**src/rtl/meas_tx_if.sv**
```systemverilog
// Bundle of the meas_tx request, measurement-buffer read and FT245 write-FIFO signals.
// master = frame transmitter side, slave = host/buffer/FIFO side.
interface meas_tx_if;
    logic       start;
    logic       abort;
    logic [3:0] op_mode;
    logic [6:0] meas_addr;
    logic [7:0] meas_byte;
    logic       wr_en;
    logic [7:0] wr_data;
    logic       wr_full;
    logic       busy;
    logic       done;

    modport master (
        input  start, abort, op_mode, meas_byte, wr_full,
        output meas_addr, wr_en, wr_data, busy, done
    );

    modport slave (
        output start, abort, op_mode, meas_byte, wr_full,
        input  meas_addr, wr_en, wr_data, busy, done
    );
endinterface

```
**src/rtl/meas_tx.sv**
```systemverilog
// meas_tx: streams one measurement frame (SOF, TYPE, LEN, payload) into an FT245 write FIFO.
// Defining MEAS_TX_CHECKSUM_EN appends an XOR checksum byte over TYPE, LEN and payload.
module meas_tx #(
    parameter int         PAYLOAD_LEN = 98,
    parameter logic [7:0] SOF_BYTE    = 8'hA5
) (
    input  logic      clk,
    input  logic      reset,
    meas_tx_if.master bus
);
    // state   | meaning
    // IDLE    | waiting for start        SOF/TYPE/LEN | header byte pending
    // PAYLOAD | buffer byte idx pending  CSUM         | checksum byte pending
    // DONE    | one-cycle completion pulse
    typedef enum logic [2:0] {
        ST_IDLE,
        ST_SOF,
        ST_TYPE,
        ST_LEN,
        ST_PAYLOAD,
`ifdef MEAS_TX_CHECKSUM_EN
        ST_CSUM,
`endif
        ST_DONE
    } state_t;

    localparam logic [7:0] LEN_BYTE = 8'(PAYLOAD_LEN);
    localparam logic [6:0] LAST_IDX = 7'(PAYLOAD_LEN - 1);

    state_t     state;
    state_t     state_nx;
    logic [6:0] idx;
    logic [3:0] mode_q;
    logic       byte_state;
    logic       wr_go;
    logic [7:0] wr_byte;

    assign byte_state = (state != ST_IDLE) && (state != ST_DONE);
    // A pending byte leaves only when the FIFO has room and the frame is not being aborted.
    assign wr_go      = byte_state && !bus.wr_full && !bus.abort;

    always_ff @(posedge clk or posedge reset) begin
        if (reset) begin
            state  <= ST_IDLE;
            idx    <= '0;
            mode_q <= '0;
        end else begin
            state <= state_nx;
            if (state == ST_IDLE && bus.start)
                mode_q <= bus.op_mode;
            if (state == ST_IDLE || bus.abort)
                idx <= '0;
            else if (state == ST_PAYLOAD && wr_go)
                idx <= idx + 7'd1;
        end
    end

`ifdef MEAS_TX_CHECKSUM_EN
    logic [7:0] csum;

    always_ff @(posedge clk or posedge reset) begin
        if (reset)
            csum <= '0;
        else if (state == ST_IDLE)
            csum <= '0;
        else if (wr_go && (state == ST_TYPE || state == ST_LEN || state == ST_PAYLOAD))
            csum <= csum ^ wr_byte;
    end
`endif

    always_comb begin
        state_nx = state;
        wr_byte  = 8'h00;
        case (state)
            ST_IDLE: begin
                if (bus.start)
                    state_nx = ST_SOF;
            end
            ST_SOF: begin
                wr_byte = SOF_BYTE;
                if (wr_go)
                    state_nx = ST_TYPE;
            end
            ST_TYPE: begin
                wr_byte = {4'h1, mode_q};
                if (wr_go)
                    state_nx = ST_LEN;
            end
            ST_LEN: begin
                wr_byte = LEN_BYTE;
                if (wr_go)
                    state_nx = ST_PAYLOAD;
            end
            ST_PAYLOAD: begin
                wr_byte = bus.meas_byte;
                if (wr_go && idx == LAST_IDX)
`ifdef MEAS_TX_CHECKSUM_EN
                    state_nx = ST_CSUM;
`else
                    state_nx = ST_DONE;
`endif
            end
`ifdef MEAS_TX_CHECKSUM_EN
            ST_CSUM: begin
                wr_byte = csum;
                if (wr_go)
                    state_nx = ST_DONE;
            end
`endif
            ST_DONE: begin
                state_nx = ST_IDLE;
            end
            default: begin
                state_nx = ST_IDLE;
            end
        endcase
        if (bus.abort)
            state_nx = ST_IDLE;
    end

    assign bus.wr_en     = wr_go;
    assign bus.wr_data   = wr_go ? wr_byte : 8'h00;
    assign bus.meas_addr = (state == ST_PAYLOAD) ? idx : 7'd0;
    assign bus.busy      = (state != ST_IDLE);
    assign bus.done      = (state == ST_DONE);
endmodule

```
**src/flat_wrapper.sv**
```systemverilog
// flat-port wrapper written by rule: the top's interface ports become plain ports
module meas_tx_flat 
#(
    parameter int         PAYLOAD_LEN = 98,
    parameter logic [7:0] SOF_BYTE    = 8'hA5
)
  (clk, reset, bus_start, bus_abort, bus_op_mode, bus_meas_byte, bus_wr_full, bus_meas_addr, bus_wr_en, bus_wr_data, bus_busy, bus_done);
  meas_tx_if bus_i ();
  input  logic clk;
  input  logic reset;
  input wire logic [$bits(bus_i.start)-1:0] bus_start;
  input wire logic [$bits(bus_i.abort)-1:0] bus_abort;
  input wire logic [$bits(bus_i.op_mode)-1:0] bus_op_mode;
  input wire logic [$bits(bus_i.meas_byte)-1:0] bus_meas_byte;
  input wire logic [$bits(bus_i.wr_full)-1:0] bus_wr_full;
  output wire logic [$bits(bus_i.meas_addr)-1:0] bus_meas_addr;
  output wire logic [$bits(bus_i.wr_en)-1:0] bus_wr_en;
  output wire logic [$bits(bus_i.wr_data)-1:0] bus_wr_data;
  output wire logic [$bits(bus_i.busy)-1:0] bus_busy;
  output wire logic [$bits(bus_i.done)-1:0] bus_done;
  assign bus_i.start = bus_start;
  assign bus_i.abort = bus_abort;
  assign bus_i.op_mode = bus_op_mode;
  assign bus_i.meas_byte = bus_meas_byte;
  assign bus_i.wr_full = bus_wr_full;
  assign bus_meas_addr = bus_i.meas_addr;
  assign bus_wr_en = bus_i.wr_en;
  assign bus_wr_data = bus_i.wr_data;
  assign bus_busy = bus_i.busy;
  assign bus_done = bus_i.done;
  meas_tx #(.PAYLOAD_LEN(PAYLOAD_LEN), .SOF_BYTE(SOF_BYTE)) u_core (.clk(clk), .reset(reset), .bus(bus_i));
endmodule
```
**config.mk**
```make
export PLATFORM = sky130hd
export DESIGN_NAME = meas_tx_flat
export DESIGN_NICKNAME = d
export VERILOG_FILES = /design/src/rtl/meas_tx_if.sv /design/src/rtl/meas_tx.sv /design/src/flat_wrapper.sv
export SDC_FILE = /design/constraint.sdc
export NUM_CORES = 1
export LEC_CHECK = 0
export BUFFER_PORTS_ARGS = -buffer_cell sky130_fd_sc_hd__buf_2
export CAP_MARGIN = 20
export CELL_PAD_IN_SITES_DETAIL_PLACEMENT = 1
export CELL_PAD_IN_SITES_GLOBAL_PLACEMENT = 1
export CORE_MARGIN = 5
export CORE_UTILIZATION = 35
export DETAILED_ROUTE_END_ITERATION = 12
export MAX_ROUTING_LAYER = met4
export PLACE_DENSITY = 0.85
export SLEW_MARGIN = 25
export SYNTH_ARGS = -nofsm -noshare
export SYNTH_HDL_FRONTEND = slang
export SYNTH_SLANG_ARGS = --single-unit
export TNS_END_PERCENT = 100
```
**constraint.sdc**
```tcl
create_clock -name clk -period 1.98 [get_ports clk]
set_clock_uncertainty 0.1 [all_clocks]
set_input_delay 0.198 -clock clk [delete_from_list [all_inputs] [get_ports clk]]
set_output_delay 0.198 -clock clk [all_outputs]
set_load 0.01 [all_outputs]
```
# Yosys cells after proc, flatten, opt, wreduce, memory -nomap -nowiden
# Cells that the tools add are included.
[totals] reg_bits=14 inputBits=17 memories=0 elab_cells=41 ramBits=0 mem_bits_ro=0 latch_bits=0
[classes] eq_ne=12 div=0 multipliers=0 muxes=12 n_addsub=1 magnitude_cmp=0 reduce_logical=13 bitwise=0 shift=0
[op_table] cell="$pmux W8 S4" n=1
[op_table] cell="$mux W7" n=3
[op_table] cell="$mux W3" n=6
[op_table] cell="$pmux W3 S5" n=1
[op_table] cell="$ne A3 B2 Y1 const B" n=3
[op_table] cell="$ne A3 B3 Y1 const B" n=3
[op_table] cell="$mux W8" n=1
[op_table] cell="$add A7 B1 Y7 const B" n=1
[op_table] cell="$eq A7 B7 Y1 const B" n=1
[op_table] cell="$eq A3 B2 Y1 const B" n=2
[op_table] cell="$eq A3 B3 Y1 const B" n=2
[op_table] cell="$logic_and A1 B1 Y1" n=6
[op_table] cell="$reduce_and A5 Y1" n=1
[op_table] cell="$eq A3 B1 Y1 const B" n=1
[op_table] cell="$logic_not A3 Y1" n=1
[op_table] cell="$reduce_bool A3 Y1" n=1
[op_table] cell="$logic_not A1 Y1" n=2
[op_table] cell="$reduce_bool A2 Y1" n=1
[op_table] cell="$logic_or A1 B1 Y1" n=1

# Logic depth before layout (Yosys ltp)
# Gate-level depths: netlist of run 1.
[depth] ltp_word=8 ltp_mapped=5 depth_no_buf=4

# Least setup slack after synthesis of run 1
# No wires, ideal clock.
[synth_path] path_kind="reg2out" start="register u_core.state[2]" end="output port bus_wr_data[1]" arrival_ns=1.199 required_ns=1.682 slack_ns=0.483 stages_incl_launch_ff=6 cell_sequence="dfrtp_1 -> buf_2 -> nor3b_2 -> buf_2 -> nand2_1 -> a21oi_1"
[synth_between] elab_chain_cells=5 elab_cells_between_ends=11 cone_classes="eq/ne (5); mux (2); reduce/logical (4)"
[synth_lines] item="from (decl)" line="meas_tx.sv:30" rtl="state_t state;"
[synth_lines] item="from (signal assigned)" line="meas_tx.sv:48" rtl="state <= state_nx;"
[synth_lines] item="branches (longest 4 deep; another with $pmux W8 S4)"
[synth_lines] item="$mux W8 *" line="meas_tx.sv:122" rtl="assign bus.wr_data = wr_go ? wr_byte : 8'h00;"
[synth_lines] item="to (decl)" line="flat_wrapper.sv:18" rtl="output wire logic [$bits(bus_i.wr_data)-1:0] bus_wr_data;"
# Mark *: on every way between the ends.

# Worst setup path after layout of run 1
[layout_path] start="register u_core.state[1]" end="output port bus_wr_data[3]"
# The elaborated chain is that of the path after synthesis.

==> out/qor.yml, run 1 <==
status: "finished clean"
yosysSeqAreaShare_pct: 34.91
max_freq_mhz: 538.0
synth_edf_count: 0
path_max_fanout: 14
dpl_cell_area_sq_um: 1196
finalWirelength_um: 2919
syn-num-nets: 133
finalSetupViolCount: 0
num_vias: 970
core_sq_um: 2758
io_buffers: 34
yosysUniqueCellTypes: 34
power_density_nw_per_um2: 598.9
ys_ff_latch: 14
nFillCells: 360
num_rows: 19
end_kind: "output port"
finalSetupTns_ns: 0
routedWlPerCell_um: 16.13
synth_area_leaders: "dfrtp_1 35%, nand3b_1 6.0%, and2_1 5.6%"
cts_buffers: 3
muxShareOfSynthArea_pct: 8.479
synth-xor-area-share_pct: 0.8728
fp.dieW_um: 63.55
fin_crit_sh_pct: 93.88
period_minus_slack_ns: 1.859
cp_slowest_cell: "dfrtp_2"
ant_nets: 0
drt_iter0_drc: 34
drive_gt1_share_pct: 34.67
syn2layout_area_growth_pct: 25.56
drc: 0
syn_avg_cell_area_sq_um: 8.802
synth.largest_area_cell: "dfrtp_1"
rsz0062_at_grt: "yes"
grt_pass1_wl_um: 4788
cts-root-buf: "clkbuf_4"
clk_pin_slew_ns: 0.09
io_pins: 35
hp-class: "in2reg"
path_class: "reg2out"
syn_area_sq_um: 1003
power_leakage_nw: 0.5829
dp_hpwl_um: 2276
start_kind: "register"
vdd_drop_max_v: 0.0003111
critPathMaxStageDelay_ns: 0.54
cts_buffer_depth: 2
die_h_um: 63.55
synthFlopType: "dfrtp_1"
tightest_slew_ns: 0.5637
slew_headroom_pct: 62.38
slew_viol_final: 0
synthArstFlopShare_pct: 100.0
grt_usage_pct: 14.76
antenna_found_initial: 0
finalHoldViolCount: 0
cts_tree: "built"
grt_pass1_vias: 998
synthAdderAreaFrac_pct: 2.494
routabilityCongestion: 0.7980
cts_sinks: 14
die_area_sq_um: 4038
viasPerCell: 5.359
cap_violations: 0
synth_simple_gate_area_share_pct: 32.17
final_cell_mix: "34 x buf_2, 11 x dfrtp_1, 9 x a21oi_1, 9 x and2_1"
final_common_cell: "buf_2"
firstDrtPassIters: 3
synth_warnings: 0
htreeDepth: 1
synth_compound_area_share_pct: 16.08
clk_latency_ns: 0.27
synth_cells: 114
grt-ovfl-total: 0
layout.nets: 170
finalPower_w: 0.0007546
path_cells: "nor2b_1 > buf_4 > a22oi_1 > nor2_1 > buf_2"
dp.cells: 175
finish.instance_area_sq_um: 1260
cp.arrival_ns: 1.56
final_cells: 181
required_ns: 1.68
start_util_pct: 36.39
synth_top_family_by_area: "simple AND/OR/NAND/NOR gates"
yosysTopAreaCellShare_pct: 34.91
grt_max_degree: 17
diodes: 0
[kinds of logic (layout without fill, tap and decap cells)]
kind of cell	count (synthesis)	count (layout)
buffers and inverters	11	47
adder cells (fa/ha/maj)	2	2
XOR/XNOR	1	1
flip-flops	14	14
AO/OA/AOI/OAI	24	24
multiplexers	8	8
AND/OR/NAND/NOR	54	54
[power breakdown]
group | switching (W) | leakage [nW] | internal [W]
sequential | 0.0000366 | 0.180 | 0.000314
combinational | 0.000105 | 0.382 | 0.0000911
clock | 0.0000958 | 0.0210 | 0.000112
[through the flow]
stage	hold WS, ns	utilization, %	setup WS (ns)
global placement	0.1678	43.38	0.2999
finish	0.05478	45.69	0.1213
floorplan	-0.01278	-	0.4834
global route	0.04497	45.69	-0.02905
detailed placement	0.1795	43.38	0.1869
CTS	0.04773	45.55	0.02752
[cell type report]
cell class                 count  area, sq um  area share [%]
sequential                    14        354.1           28.10
timing repair buffer          38        202.7           16.09
tap                           31        38.79           3.078
multi-input combinational     89        609.3           48.36
inverter                       5        18.77           1.490
clock buffer                   4        36.28           2.880
[flip-flops by register name, summed over array words and instances, names as in the netlist]
register	flops
u_core.idx	7
u_core.mode_q	4
u_core.state	3
[final timing paths]
kind / to / from / cells past startpoint / slack [ns]
max in group asynchronous: u_core.state[0]$_DFFE_PP0P_ / reset / 3 / 0.97
setup reg to reg: u_core.idx[6]$_DFFE_PP0P_ / u_core.state[1]$_DFFE_PP0P_ / 3 / 0.30
hold reg to reg: u_core.mode_q[3]$_DFFE_PP0P_ / u_core.mode_q[3]$_DFFE_PP0P_ / 1 / 0.42
setup / recovery: bus_wr_data[3] / u_core.state[1]$_DFFE_PP0P_ / 5 / 0.12
min in group asynchronous: u_core.idx[2]$_DFFE_PP0P_ / reset / 3 / 0.41
hold / removal: u_core.mode_q[2]$_DFFE_PP0P_ / bus_op_mode[2] / 2 / 0.05
[critical path: cells and delay by family, from the launching register on]
| family | cells | cell delay, ns |
|---|---|---|
| flops | 1 | 0.54 |
| compound gates | 1 | 0.07 |
| simple gates | 2 | 0.36 |
| buf+inv | 2 | 0.31 |
[Yosys cell counts (2+ instances only)]
master	count
dfrtp_1	14
a21oi_1	9
and2_1	9
nand3_1	8
nand3b_1	8
nor2_1	6
nor2b_1	6
inv_1	5
nand2_1	5
buf_2	4
mux2_2	4
mux2i_1	4
nor3_1	3
or3_1	3
a211oi_1	2
a21o_1	2
a22oi_1	2
ha_1	2
nor3b_2	2
o21ai_0	2
[timing repair]
item | 4_1_cts | 5_1_grt
buffers inserted | 1 | 0
setup endpoints to repair | 12 | 10
hold buffers | 1 | 0
gates resized for setup | 1 | 3
endpoints found under the hold margin | 14 | 0
[layer usage]
metal  global-route usage (%)  wire (um)  vias to the layer above
met3                    2.842        163                        4
li1                         -          -                      479
met2                    25.00       1449                       29
met4                    4.156         35                        0
met1                    17.74       1271                      458
met5                        -          0                        -
Note: power is estimated with default switching activity, not from simulation.
==> inputs of run 2 (changes only) <==
--- a/config.mk
+++ b/config.mk
@@ -10,10 +10,10 @@
 export CELL_PAD_IN_SITES_DETAIL_PLACEMENT = 1
 export CELL_PAD_IN_SITES_GLOBAL_PLACEMENT = 1
 export CORE_MARGIN = 5
-export CORE_UTILIZATION = 35
+export CORE_UTILIZATION = 32
 export DETAILED_ROUTE_END_ITERATION = 12
 export MAX_ROUTING_LAYER = met4
-export PLACE_DENSITY = 0.85
+export PLACE_DENSITY = 0.82
 export SLEW_MARGIN = 25
 export SYNTH_ARGS = -nofsm -noshare
 export SYNTH_HDL_FRONTEND = slang
==> constraint.sdc (replaced) <==
create_clock -name clk -period 1.59 [get_ports clk]
set_clock_uncertainty 0.1 [all_clocks]
set_input_delay 0.159 -clock clk [delete_from_list [all_inputs] [get_ports clk]]
set_output_delay 0.159 -clock clk [all_outputs]
set_load 0.01 [all_outputs]
==> out/qor.yml, run 2 (synthesis results as in run 1) <==
status: "finished, violations left"
violations: "setup timing"
largest_reg_flops: 7  # unchanged
io_buffers: 34  # unchanged
start_kind: "register"
dpl_cell_area_sq_um: 1280  # +7.0%
max_freq_mhz: 559.7
start_util_pct: 33.14  # -3.2 points
grt_max_degree: 17  # unchanged
nFillCells: 340  # -5.6%
htreeDepth: 1  # unchanged
required_ns: 1.33  # -0.35 ns
slew_viol_final: 0  # unchanged
grt-ovfl-total: 0  # unchanged
tightest_slew_ns: 0.5610  # -0.002643 ns
clk_pin_slew_ns: 0.08  # about the same
grt_pass1_wl_um: 5782  # +21%
drc: 0  # unchanged
cts_buffers: 3  # unchanged
power_leakage_nw: 0.7535  # +29%
cts-root-buf: "clkbuf_4"
num_rows: 20  # +1
drive_gt1_share_pct: 58.62  # +24 points
syn2layout_area_growth_pct: 68.20
finalSetupViolCount: 26  # +26
grt_usage_pct: 17.93  # +3.2 points
slew_headroom_pct: 62.56  # +0.18 points
vdd_drop_max_v: 0.0003193  # +2.6%
cpLargestDelayFamily: "flip-flops"
clk_latency_ns: 0.28  # about the same
hp-class: "in2reg"
routabilityCongestion: 0.8145  # +2.1%
finalSetupTns_ns: -3.858  # -3.858 ns
layout.nets: 194  # +14%
antenna_found_initial: 1  # +1
end_kind: "output port"
cts_sinks: 14  # unchanged
grt_pass1_vias: 1242  # +24%
critPathBufInv: 2  # unchanged
dp_hpwl_um: 2307  # +1.4%
cp.arrival_ns: 1.53  # -0.03 ns
path_class: "reg2out"
cts_tree: "built"
viasPerCell: 5.110  # -4.7%
r2r_setup_slack_ns: -0.15  # -0.45 ns
die_h_um: 66  # +3.9%
core_sq_um: 3028  # +9.8%
fin_util_pct: 55.74  # +10 points
path_max_fanout: 8  # -6
cts_buffer_depth: 2  # unchanged
die_area_sq_um: 4356  # +7.9%
routedWlPerCell_um: 17.86  # +11%
drt_iter0_drc: 21  # -38%
finish.instance_area_sq_um: 1688  # +34%
period_minus_slack_ns: 1.787
critPathMaxStageDelay_ns: 0.50  # -0.04 ns
firstDrtPassIters: 4  # +1
cp_slowest_cell: "dfrtp_2"
fin_crit_sh_pct: 112.4
cap_violations: 0  # unchanged
regMostFlops: "u_core.idx"
power_density_nw_per_um2: 685.0  # +14%
fp.dieW_um: 66  # +3.9%
num_vias: 1119  # +15%
final_cell_mix: "27 x buf_2, 17 x buf_6, 14 x buf_4, 11 x dfrtp_1"
timing.final.ws_setup_ns: -0.1968  # -0.3181 ns
largestRegisters: "u_core.idx x7, u_core.mode_q x4, u_core.state x3"
rsz0062_at_grt: "yes"
ant_nets: 0  # unchanged
path_cells: "buf_6 > nand3b_1 > a21o_1 > a21oi_1 > buf_2"
final_common_cell: "buf_2"
finalWirelength_um: 3911  # +34%
finalHoldViolCount: 0  # unchanged
io_pins: 35  # unchanged
==> run 2: final timing paths <==
| kind | cells after the start | endpoint | startpoint |
|---|---|---|---|
| hold / removal | 2 | u_core.state[2]$_DFFE_PP0P_ | bus_abort |
| min in group asynchronous | 3 | u_core.idx[4]$_DFFE_PP0P_ | reset |
| hold reg to reg | 1 | u_core.mode_q[1]$_DFFE_PP0P_ | u_core.mode_q[1]$_DFFE_PP0P_ |
| setup reg to reg | 6 | u_core.mode_q[0]$_DFFE_PP0P_ | u_core.state[0]$_DFFE_PP0P_ |
| setup / recovery | 5 | bus_wr_data[0] | u_core.state[0]$_DFFE_PP0P_ |
| max in group asynchronous | 3 | u_core.state[0]$_DFFE_PP0P_ | reset |
==> run 2: layer usage <==
layer  vias to the layer above  routed length, um  global-route usage (%)
li1                        525                  -                       -
met1                       548               1547                   19.21
met2                        40               2105                   32.79
met3                         6                195                   3.401
met4                         0                 62                   6.345
met5                         -                  0                       -
==> run 2: cell type report <==
| type | count | area (sq um) | share of cell area, % |
|---|---|---|---|
| antenna | 1 | 2.502 | 0.1483 |
| clock buffer | 4 | 36.28 | 2.150 |
| inverter | 5 | 18.77 | 1.112 |
| multi-input combinational | 89 | 749.5 | 44.40 |
| sequential | 14 | 354.1 | 20.98 |
| tap | 44 | 55.05 | 3.262 |
| timing repair buffer | 62 | 471.7 | 27.95 |
==> run 2: power by group <==
group / switching (W) / internal [W]
logic: 0.000209 / 0.000255
registers: 0.0000414 / 0.000392
clock network: 0.000119 / 0.000139
total: 0.000370 / 0.000786
==> run 2: per-stage QoR <==
step,total power [W],instances,setup WS [ns],hold WS [ns]
finish,0.001156,219,-0.1968,0.02409
floorplan,0.0005999,114,0.1324,-0.05178
detailed placement,0.0007065,197,-0.005958,0.1433
global placement,0.0006928,197,0.04040,0.1301
global route,0.001215,219,-0.2649,0.02176
CTS,0.001087,213,-0.1472,0.003990
==> run 2: what timing repair did <==
item,in CTS,in global routing
hold buffers,3,1
pin swaps,14,7
gates resized for setup,36,23
endpoints found under the setup margin,23,28
endpoints found under the hold margin,16,1
setup buffers,9,4
==> inputs of run 3 (changes only) <==
--- a/config.mk
+++ b/config.mk
@@ -5,7 +5,7 @@
 export SDC_FILE = /design/constraint.sdc
 export NUM_CORES = 1
 export LEC_CHECK = 0
-export BUFFER_PORTS_ARGS = -buffer_cell sky130_fd_sc_hd__buf_2
+export BUFFER_PORTS_ARGS = -buffer_cell sky130_fd_sc_hd__clkbuf_2
 export CAP_MARGIN = 20
 export CELL_PAD_IN_SITES_DETAIL_PLACEMENT = 1
 export CELL_PAD_IN_SITES_GLOBAL_PLACEMENT = 1
==> out/qor.yml, run 3 (synthesis results as in run 1) <==
status: "finished, violations left"
violations: "setup timing"
layout.nets: 194  # unchanged
drive_gt1_share_pct: 54.02  # -4.6 points
grt_pass1_vias: 1165  # -6.2%
grt_pass1_wl_um: 5692  # -1.6%
syn2layout_area_growth_pct: 65.71
final_cell_mix: "27 x clkbuf_2, 14 x buf_4, 11 x buf_6, 11 x dfrtp_1"
slew_viol_final: 0  # unchanged
power_leakage_nw: 0.7414  # -1.6%
grt-ovfl-total: 0  # unchanged
grt_max_degree: 17  # unchanged
viasPerCell: 5.155  # +0.89%
finalSetupViolCount: 28  # +7.7%
largestRegisters: "u_core.idx x7, u_core.mode_q x4, u_core.state x3"
finalWirelength_um: 3918  # +0.18%
clk_latency_ns: 0.28  # about the same
start_util_pct: 33.14  # unchanged
cap_violations: 0  # unchanged
path_max_fanout: 11  # +3
die_area_sq_um: 4356  # unchanged
start_kind: "register"
cts_sinks: 14  # unchanged
critPathMaxStageDelay_ns: 0.49  # about the same
timing.final.ws_setup_ns: -0.2192  # -0.02239 ns
period_minus_slack_ns: 1.809  # +0.02239 ns
end_kind: "output port"
required_ns: 1.33  # about the same
reg2reg_depth: 6  # unchanged
largest_reg_flops: 7  # unchanged
top_layer: "met4"
io_pins: 35  # unchanged
vdd_drop_max_v: 0.0003839  # +20%
htreeDepth: 1  # unchanged
dpl_cell_area_sq_um: 1265  # -1.2%
wl_met3_um: 169  # -13%
routedWlPerCell_um: 17.89  # +0.18%
drt_iter0_drc: 15  # -29%
finish.instance_area_sq_um: 1663  # -1.5%
final_common_cell: "clkbuf_2"
die_h_um: 66  # unchanged
finalHoldViolCount: 0  # unchanged
finalPower_w: 0.001176  # +1.7%
cp_slowest_cell: "dfrtp_2"
slew_headroom_pct: 52.97  # -9.6 points
cts_tree: "built"
ant_nets: 0  # unchanged
cp.arrival_ns: 1.55  # +0.02 ns
wl_met1_um: 1580  # +2.1%
clk_pin_slew_ns: 0.10  # +0.02 ns
antenna_found_initial: 1  # unchanged
fin_crit_sh_pct: 113.8  # +1.4 points
dp_hpwl_um: 2303  # -0.20%
max_freq_mhz: 552.7  # -1.2%
cts_buffers: 3  # unchanged
register_area_sq_um: 354.1  # unchanged
r2r_end: "u_core.idx[2]$_DFFE_PP0P_"
min_from: "bus_op_mode[3]"
cts_buffer_depth: 2  # unchanged
r2r_setup_slack_ns: -0.20  # -0.05 ns
whs_ns: 0.01038  # -0.01371 ns
io_buffers: 34  # unchanged
regMostFlops: "u_core.idx"
fp.dieW_um: 66  # unchanged
drc: 0  # unchanged
rsz0062_at_grt: "yes"
nFillCells: 359  # +5.6%
cts-root-buf: "clkbuf_4"
path_cells: "buf_4 > or3_4 > clkbuf_2"
num_rows: 20  # unchanged
multi_input_area_sq_um: 767.0  # +2.3%
path_class: "reg2out"
grt_usage_pct: 17.70  # -0.23 points
num_vias: 1129  # +0.89%
routabilityCongestion: 0.7933  # -2.6%
core_sq_um: 3028  # unchanged
r2r_start: "u_core.state[0]$_DFFE_PP0P_"
hp-class: "in2reg"
hold_depth: 2  # unchanged
power_density_nw_per_um2: 707.3  # +3.3%
wl_met2_um: 2090  # -0.71%
firstDrtPassIters: 4  # unchanged
min_to: "u_core.mode_q[3]$_DFFE_PP0P_"
fin_util_pct: 54.92  # -0.83 points
tightest_slew_ns: 0.7047  # +0.1437 ns
-- run 3: per-stage QoR --
step	TNS [ns]	instances	setup slack (ns)
3_5_place_dp	-0.1987	195	-0.06710
2_1_floorplan	0	114	0.1324
6_report	-3.904	219	-0.2192
4_1_cts	-2.830	210	-0.2011
3_3_place_gp	0	195	0.02592
5_1_grt	-5.441	219	-0.2874
-- run 3: report_power, final --
group          total [W]  internal, W  switching, W
combinational   0.000476     0.000260      0.000216
sequential      0.000435     0.000392     0.0000432
clock           0.000265     0.000139      0.000125
-- run 3: how the worst max path moves through the flow --
stage / startpoint / end / cells after the start
after CTS: u_core.state[0]$_DFFE_PP0P_ / bus_wr_data[7] / 4
after global placement: u_core.state[0]$_DFFE_PP0P_ / u_core.mode_q[3]$_DFFE_PP0P_ / 3
final: u_core.state[0]$_DFFE_PP0P_ / bus_busy / 3
after detailed placement: u_core.state[1]$_DFFE_PP0P_ / u_core.mode_q[2]$_DFFE_PP0P_ / 3
after floorplan: u_core.state[2]$_DFFE_PP0P_ / bus_wr_data[1] / 5
after global routing: u_core.state[0]$_DFFE_PP0P_ / bus_wr_data[2] / 5
-- run 3: critical path: cells and delay by family, from the launching register on --
| kind | cells | cell delay (ns) |
|---|---|---|
| AND/OR/NAND/NOR | 1 | 0.44 |
| flip-flops | 1 | 0.49 |
| buffers and inverters | 2 | 0.33 |
-- run 3: area by class of cell --
type / count / area share (%)
multi-input combinational: 89 / 46.13
timing repair buffer: 62 / 25.81
sequential: 14 / 21.29
tap: 44 / 3.311
clock buffer: 4 / 2.182
inverter: 5 / 1.129
antenna: 1 / 0.1505
-- run 3: per-layer routing --
metal	GRT usage, %	vias up
li1	-	531
met2	32.79	32
met3	2.211	6
met5	-	-
met4	5.076	0
met1	19.81	560
-- run 3: what timing repair did --
action | in CTS | in global routing
pin swaps | 7 | 11
gates resized for setup | 20 | 34
hold endpoints to repair | 16 | 0
setup buffers | 8 | 8
setup endpoints to repair | 22 | 27
hold buffers | 3 | 0
gates cloned | 0 | 0
